## src/rtl/alu_pkg.sv

```systemverilog
// Shared ALU operation codes and FSM states, used by the ALU controller and
// the multi-cycle ALU.
package alu_pkg;

  typedef enum logic [3:0] {
    ALU_AND   = 4'b0000,
    ALU_OR    = 4'b0001,
    ALU_ADD   = 4'b0010,
    ALU_XOR   = 4'b0011,
    ALU_SLL   = 4'b0100,
    ALU_SRL   = 4'b0101,
    ALU_SUB   = 4'b0110,
    ALU_SRA   = 4'b0111,
    ALU_EQ    = 4'b1000,
    ALU_NE    = 4'b1001,
    ALU_LT    = 4'b1010,
    ALU_GE    = 4'b1011,
    ALU_LTU   = 4'b1100,
    ALU_GEU   = 4'b1101,
    ALU_PASSB = 4'b1110,
    ALU_RSVD  = 4'b1111
  } alu_op_e;

  typedef enum logic [1:0] {
    ST_IDLE  = 2'd0,
    ST_SHIFT = 2'd1,
    ST_DONE  = 2'd2
  } alu_state_e;

  function automatic logic is_shift_op(input alu_op_e op);
    return (op == ALU_SLL) || (op == ALU_SRL) || (op == ALU_SRA);
  endfunction

endpackage

```

## src/rtl/alu_comb.sv

```systemverilog
// Single-cycle ALU datapath: logic, add/sub, compares and pass-through.
// Shift codes and the reserved code produce 0 here; shifts live in the top.
module alu_comb
  import alu_pkg::*;
#(
  parameter int DATA_WIDTH = 32
) (
  input  alu_op_e               op,
  input  logic [DATA_WIDTH-1:0] a,
  input  logic [DATA_WIDTH-1:0] b,
  output logic [DATA_WIDTH-1:0] result
);

  // Compare ops return the condition zero-extended to the full width.
  always_comb begin
    result = '0;
    case (op)
      ALU_AND:   result = a & b;
      ALU_OR:    result = a | b;
      ALU_ADD:   result = a + b;
      ALU_XOR:   result = a ^ b;
      ALU_SUB:   result = a - b;
      ALU_EQ:    result = DATA_WIDTH'(a == b);
      ALU_NE:    result = DATA_WIDTH'(a != b);
      ALU_LT:    result = DATA_WIDTH'($signed(a) < $signed(b));
      ALU_GE:    result = DATA_WIDTH'($signed(a) >= $signed(b));
      ALU_LTU:   result = DATA_WIDTH'(a < b);
      ALU_GEU:   result = DATA_WIDTH'(a >= b);
      ALU_PASSB: result = b;
      default:   result = '0;
    endcase
  end

endmodule

```

## src/rtl/alu_multicycle.sv

```systemverilog
// Multi-cycle ALU: single-cycle ops via alu_comb, shifts iterate one bit per
// cycle; the result is returned over a valid/ready handshake.
module alu_multicycle
  import alu_pkg::*;
#(
  parameter int DATA_WIDTH = 32,
  parameter int SHAMT_W    = $clog2(DATA_WIDTH)
) (
  input  logic                  clk,
  input  logic                  reset,
  input  logic                  in_valid,
  output logic                  in_ready,
  input  logic [3:0]            Operation,
  input  logic [DATA_WIDTH-1:0] SrcA,
  input  logic [DATA_WIDTH-1:0] SrcB,
  output logic                  out_valid,
  input  logic                  out_ready,
  output logic [DATA_WIDTH-1:0] ALUResult
);

  alu_state_e            state_q, state_d;
  alu_op_e               op_q, op_d, op_in;
  logic [DATA_WIDTH-1:0] acc_q, acc_d, result_q, result_d;
  logic [DATA_WIDTH-1:0] comb_result, shifted;
  logic [SHAMT_W-1:0]    cnt_q, cnt_d, shamt;
  logic                  accept;

  assign op_in     = alu_op_e'(Operation);
  assign shamt     = SrcB[SHAMT_W-1:0];
  assign in_ready  = (state_q == ST_IDLE) && reset;
  assign accept    = in_valid && in_ready;
  assign out_valid = (state_q == ST_DONE);
  assign ALUResult = result_q;

  alu_comb #(.DATA_WIDTH(DATA_WIDTH)) u_comb (
    .op     (op_in),
    .a      (SrcA),
    .b      (SrcB),
    .result (comb_result)
  );

  // SRA keeps the accumulator MSB, which is always the original sign bit.
  always_comb begin
    case (op_q)
      ALU_SLL: shifted = {acc_q[DATA_WIDTH-2:0], 1'b0};
      ALU_SRL: shifted = {1'b0, acc_q[DATA_WIDTH-1:1]};
      default: shifted = {acc_q[DATA_WIDTH-1], acc_q[DATA_WIDTH-1:1]};
    endcase
  end

  always_comb begin
    state_d  = state_q;
    op_d     = op_q;
    acc_d    = acc_q;
    cnt_d    = cnt_q;
    result_d = result_q;
    case (state_q)
      ST_IDLE: begin
        if (accept) begin
          if (is_shift_op(op_in) && (shamt != '0)) begin
            state_d = ST_SHIFT;
            op_d    = op_in;
            acc_d   = SrcA;
            cnt_d   = shamt;
          end else begin
            state_d  = ST_DONE;
            result_d = is_shift_op(op_in) ? SrcA : comb_result;
          end
        end
      end
      ST_SHIFT: begin
        acc_d = shifted;
        cnt_d = cnt_q - SHAMT_W'(1);
        if (cnt_q == SHAMT_W'(1)) begin
          result_d = shifted;
          state_d  = ST_DONE;
        end
      end
      ST_DONE: begin
        if (out_ready) state_d = ST_IDLE;
      end
      default: state_d = ST_IDLE;
    endcase
  end

  // Reset aborts any operation in flight without exposing a partial result.
  always_ff @(posedge clk) begin
    if (!reset) begin
      state_q  <= ST_IDLE;
      op_q     <= ALU_AND;
      acc_q    <= '0;
      cnt_q    <= '0;
      result_q <= '0;
    end else begin
      state_q  <= state_d;
      op_q     <= op_d;
      acc_q    <= acc_d;
      cnt_q    <= cnt_d;
      result_q <= result_d;
    end
  end

endmodule

```

## config.mk

```make
export PLATFORM = sky130hd
export DESIGN_NAME = alu_multicycle
export DESIGN_NICKNAME = d
export VERILOG_FILES = /design/src/rtl/alu_pkg.sv /design/src/rtl/alu_comb.sv /design/src/rtl/alu_multicycle.sv
export SDC_FILE = /design/constraint.sdc
export NUM_CORES = 1
export LEC_CHECK = 0
export CORE_AREA = 2 2 118 166
export CTS_CLUSTER_DIAMETER = 40
export DETAILED_ROUTE_END_ITERATION = 12
export DIE_AREA = 0 0 120 168
export DONT_BUFFER_PORTS = 1
export HOLD_SLACK_MARGIN = 0.1
export SLEW_MARGIN = 20
export SYNTH_ARGS = -nofsm -noshare
export SYNTH_HDL_FRONTEND = slang
export SYNTH_SLANG_ARGS = --single-unit
```

## constraint.sdc

```tcl
create_clock -name clk -period 5.4 [get_ports clk]
set_input_delay 0.54 -clock clk [delete_from_list [all_inputs] [get_ports clk]]
set_output_delay 0.54 -clock clk [all_outputs]
set_load 0.1 [all_outputs]
```

Yosys cells after proc, flatten, opt, wreduce, memory -nomap -nowiden:

Index checks and enable logic that the tools add are counted.

* add/sub/neg operators: 3
* order comparisons: 4
* equal/unequal tests: 26
* muxes and demuxes: 18
* bitwise operators: 3
* reductions and logical operators: 13

Operator list (count)
* case mux 32 bit (12 select lines): 1
* 2-to-1 mux 32 bit: 6
* case mux 32 bit (2 select lines): 3
* greater-or-equal comparator 32 bit: 2
* less-than comparator 32 bit: 2
* adder 32 bit: 1
* bitwise AND 32 bit: 1
* equality test 32 bit: 1
* != test 32 bit: 1
* bitwise OR 32 bit: 1
* subtractor 32 bit: 1
* bitwise XOR 32 bit: 1
* equality test 4 bit (second input constant): 7
* equality test 4 x 3 -> 1 bit (second input constant): 6
* 2-to-1 mux 5 bit: 2
* case mux 5 bit (2 select lines): 1
* AND reduction 3 bit: 3
* equality test 4 x 2 -> 1 bit (second input constant): 2
* 2-to-1 mux 2 bit: 4
* != test 2 bit (second input constant): 3
* case mux 2 bit (3 select lines): 1
* equality test 5 x 1 -> 1 bit (second input constant): 1
* nonzero test 5 bit: 1
* subtractor 5 x 1 -> 5 bit (second input constant): 1
* 10 further kinds: 14

* flip-flop bits (word level): 75
* bits of input ports: 72
* output and inout bits: 34

Logic depth before layout (Yosys ltp):

* depth in word-level cells: 7
* depth in mapped cells: 13

Cells and area by module:

A second synthesis with hierarchy kept.

* cells, all modules: 1325
* area, all modules: 9334.0 µm²

Modules (own cells, without submodules)
* alu_comb: times used 1, cells each 813, area an instance 5300.1 µm², seq. area each 0.0 µm²
* alu_multicycle: times used 1, cells each 512, area an instance 4033.9 µm², seq. area each 1501.4 µm²

Worst setup path after synthesis:

OpenSTA, ideal clock, no wires.

* path kind: input-to-output
* start: input port reset
* end: output port in_ready
* data arrival time: 2.984 ns
* data required time: 4.860 ns
* slack: 1.876 ns
* cell stages on the path: 2
* path buffers: 1
* cells stage by stage: clkbuf_1 nor3b_1

* cells in the longest elaborated chain, start to end: 1

Ends and longest elaborated chain
* start, declared: RTL line alu_multicycle.sv:10 `input logic reset,`
* logical AND 1 bit: RTL line alu_multicycle.sv:30 `assign in_ready = (state_q == ST_IDLE) && reset;`
* end, declared: RTL line alu_multicycle.sv:12 `output logic in_ready,`

No other way between the ends.

Worst setup path after layout:

* start: input port SrcB[6]
* end: register result_q[25], in the netlist ALUResult[25]

* cells in the longest elaborated chain, start to end: 6
* elaborated cells between the ends (all ways): 7
* those cells by class: add/sub (2); mux (5)

Ends and longest elaborated chain
* start, declared: RTL line alu_multicycle.sv:15 `input logic [DATA_WIDTH-1:0] SrcB,`
* subtractor 32 bit or adder 32 bit (tied branches): RTL line alu_comb.sv:22, alu_comb.sv:20
* case mux 32 bit (12 select lines) (*): RTL line alu_comb.sv:17 `case (op)`
* 2-to-1 mux 32 bit (*): RTL line alu_multicycle.sv:67 `result_d = is_shift_op(op_in) ? SrcA : comb_result;`
* 2-to-1 mux 32 bit (*): RTL line alu_multicycle.sv:60 `if (is_shift_op(op_in) && (shamt != '0)) begin`
* 2-to-1 mux 32 bit (*): RTL line alu_multicycle.sv:59 `if (accept) begin`
* case mux 32 bit (2 select lines) (*): RTL line alu_multicycle.sv:57 `case (state_q)`
* end signal, assigned: RTL line alu_multicycle.sv:99 `result_q <= result_d;`
* end, declared: RTL line alu_multicycle.sv:23 `logic [DATA_WIDTH-1:0] acc_q, acc_d, result_q, result_d;`

Mark *: on every way between the ends. The rest lies on a longest branch, timed or not. The select of a mux whose other input is x is not followed.
A chain may end at the register's enable or synchronous reset.

==> results.cfg <==
[logic_synthesis]
syn_area_per_cell_sq_um = 7.129
synth.distinct_cells = 82
synthArstFlopShare_pct = 0
ys_top_cells_by_area = dfxtp_1, ha_1, mux2i_1
ys.warnings.count = 0
syn_nets = 1470
synth_edf_count = 0
synth_area_sq_um = 9246
synthCells = 1297
ys_ff_latch = 75
synth_flop_cell = dfxtp_1
yosys.area.top_type = dfxtp_1
ys_seq_area_share_pct = 16.24
synth_top_area_share_pct = 16.24

[route]
dr_total_vias = 9770
met3WireLength_um = 2736
postRouteAntennaNets = 0
routedWlPerCell_um = 23.69
routed_via_density = 6.535
met1Wirelength_um = 14300
wl_met2_um = 16760
drc_errors = 0
drt_wl_total_um = 35420
top_layer = met4
drt_iter0_markers = 781
dr.pass1.iters = 6

[die]
die_w_um = 120
die-area_sq_um = 20160
placeableCoreArea_sq_um = 18840
io_pins = 106
start_util_pct = 49.07
rows = 60
die_h_um = 168

[timing]
rsz0062_at_grt = no
tns_ns = 0
finalHoldViolCount = 0
final_max_slew_viol_count = 0
finalCriticalPeriod_ns = 3.298
finalSetupViolCount = 0
skew_ns = 0.01161
fmax_mhz = 303.2
worst_pin_slew_ns = 1.118
relSlewSlack_pct = 25.39
layout_setup_ws_ns = 2.102
timing.final.crit_share_pct = 61.07

[grt]
grt_start_max_net_pins = 79
grt_usage_pct = 35.03
antenna_found_initial = 0
grt_first_pass_wirelength_um = 55500
grt_pass1_vias = 9949
grt_remaining_overflow = 0

[critical_path]
crit_required_ns = 5.62
end_kind = flop
r2r_start = state_q[1]$_SDFFE_PN0P_
path_max_fanout = 10
critPathKind = input port to flop
r2r_slack_ns = 2.47
cp.arrival_ns = 3.51
worst_r2r_path_depth = 9
startpoint_type = input port
r2r_end = ALUResult[29]$_SDFFE_PN0P_

[power_and_ir_drop]
power_density_nw_per_um2 = 210.3
irDropWorstVdd_mv = 0.1365
p_leak_uw = 0.003920

[cts]
clock_latency_ns = 0.37
postCtsHoldBufs = 0
cts_resized = 0
cts_made_buffers = 9
cts_tree = built
clkTransAtPathRegs_ns = 0.06
clock-sinks = 75
cts_setup_buffers = 0
root_buffer = clkbuf_16
clockBufferDepth = 2
htree_levels = 3

[job]
drv_cap = 0

[place]
io_buffers = 0
place_hpwl_um = 26350
gp_congestion = 0.9817
post-place-ws_ns = 1.766
place_area_sq_um = 9433

[worst_hold_path]
min_delay_worst_endpoint = acc_q[26]$_SDFFE_PN0P_
whs_path_depth = 1
hp-start = reset
hp-class = input port to flop

[layout]
final_nets = 1415
drive_gt1_share_pct = 5.213
area_growth_pct = 5.210
diodes = 0
design_area_sq_um = 9728

[outcome]
status = completed
placed cells by master, fill, tap and decap left out, types with 7 or more instances in the layout:
cell	instances
nor2_1	150
a21oi_1	116
inv_1	107
ha_1	99
o21ai_0	88
nand2_1	83
dfxtp_1	75
mux2i_1	74
o21a_1	41
nor3_1	30
nand3_1	26
a31oi_1	26
a221oi_1	21
a211oi_1	19
nor2b_1	17
o211ai_1	17
buf_4	17
nand2b_1	15
o21bai_1	12
o31ai_1	12
and3_1	12
and2_1	10
a21o_1	10
clkbuf_16	10
nand4_1	8
a222oi_1	8
nor4_1	7
o21ai_1	7
o221ai_1	7
a221o_1	7
registers in the layout, summed over array words and instances, names as in the netlist:
name / cells
state_q: 2
op_q: 4
acc_q: 32
cnt_q: 5
ALUResult: 32
worst max-delay path, cell delays in order:
cell       delay [ns]
inv_1            0.04
ha_1             0.45
nor2b_1          0.13
a2111oi_0        0.80
a211oi_2         0.23
nor3_1           0.35
nand2_1          0.16
a31oi_1          0.20
o22ai_1          0.12
o311ai_1         0.37
a31oi_1          0.13
power breakdown:
part / switching (uW) / total (uW) / internal [uW] / leakage (uW)
registers: 165 / 745 / 580 / 0.000610
logic: 417 / 648 / 232 / 0.00318
clock network: 293 / 652 / 359 / 0.000135
total: 875 / 2050 / 1170 / 0.00392
how the worst max path moves through the flow:
| stage | start | end | depth (start not counted) |
|---|---|---|---|
| 2_1_floorplan | reset | in_ready | 2 |
| 3_3_place_gp | SrcA[0] | ALUResult[30]$_SDFFE_PN0P_ | 13 |
| 3_5_place_dp | SrcA[0] | ALUResult[30]$_SDFFE_PN0P_ | 13 |
| 4_1_cts | SrcA[0] | ALUResult[30]$_SDFFE_PN0P_ | 13 |
| 5_1_grt | SrcA[0] | ALUResult[30]$_SDFFE_PN0P_ | 13 |
| 6_report | SrcB[6] | ALUResult[25]$_SDFFE_PN0P_ | 11 |
stage by stage:
step | hold WS, ns | utilization, % | cells | power, uW
after floorplan | 0.4471 | - | 1297 | 1229
after global placement | 0.4731 | 50.06 | 1479 | 1387
after detailed placement | 0.4917 | 50.06 | 1479 | 1385
after CTS | 0.2998 | 51.63 | 1495 | 2032
after global routing | 0.3021 | 51.63 | 1495 | 2139
final | 0.3020 | 51.63 | 1495 | 2045
cell usage after synthesis (6+ instances only):
library cell,n
dfxtp_1,75
a31oi_1,27
nor3_1,31
o211ai_1,17
nor2b_1,19
nand2_1,83
o21bai_1,12
xnor2_1,6
nand4_1,8
o31ai_1,12
a222oi_1,8
mux2i_1,74
nor4_1,9
buf_2,10
o21ai_0,88
ha_1,99
nand3_1,26
o21ai_1,7
a211oi_1,19
nand2b_1,15
and3_1,13
inv_1,107
o221ai_1,7
a221o_1,7
a21o_1,10
clkbuf_1,63
buf_1,9
nor2_1,152
a221oi_1,21
and2_1,10
o21a_1,41
a21oi_1,116
logic make-up after synthesis:
group / synth area share (%)
AO/OA/AOI/OAI: 33.37
XOR/XNOR: 0.5683
adder cells (fa/ha/maj): 13.83
buffers and inverters: 8.051
flip-flops: 16.24
multiplexers: 8.254
AND/OR/NAND/NOR: 19.69
metal layers:
layer  GRT usage [%]  up-vias
met4           16.98        0
met3           6.911      111
li1                -     4617
met2           58.75      448
met5               0        -
met1           42.55     4594
layout make-up:
| type | count | area (sq um) |
|---|---|---|
| Tap cell | 248 | 310.3 |
| Multi-Input combinational cell | 1030 | 7063 |
| Clock buffer | 10 | 229.0 |
| Timing Repair Buffer | 18 | 152.6 |
| Inverter | 108 | 405.4 |
| Sequential cell | 75 | 1501 |
| Fill cell | 1962 | 9115 |
| Clock inverter | 6 | 66.31 |
(Power assumes the default switching activity.)
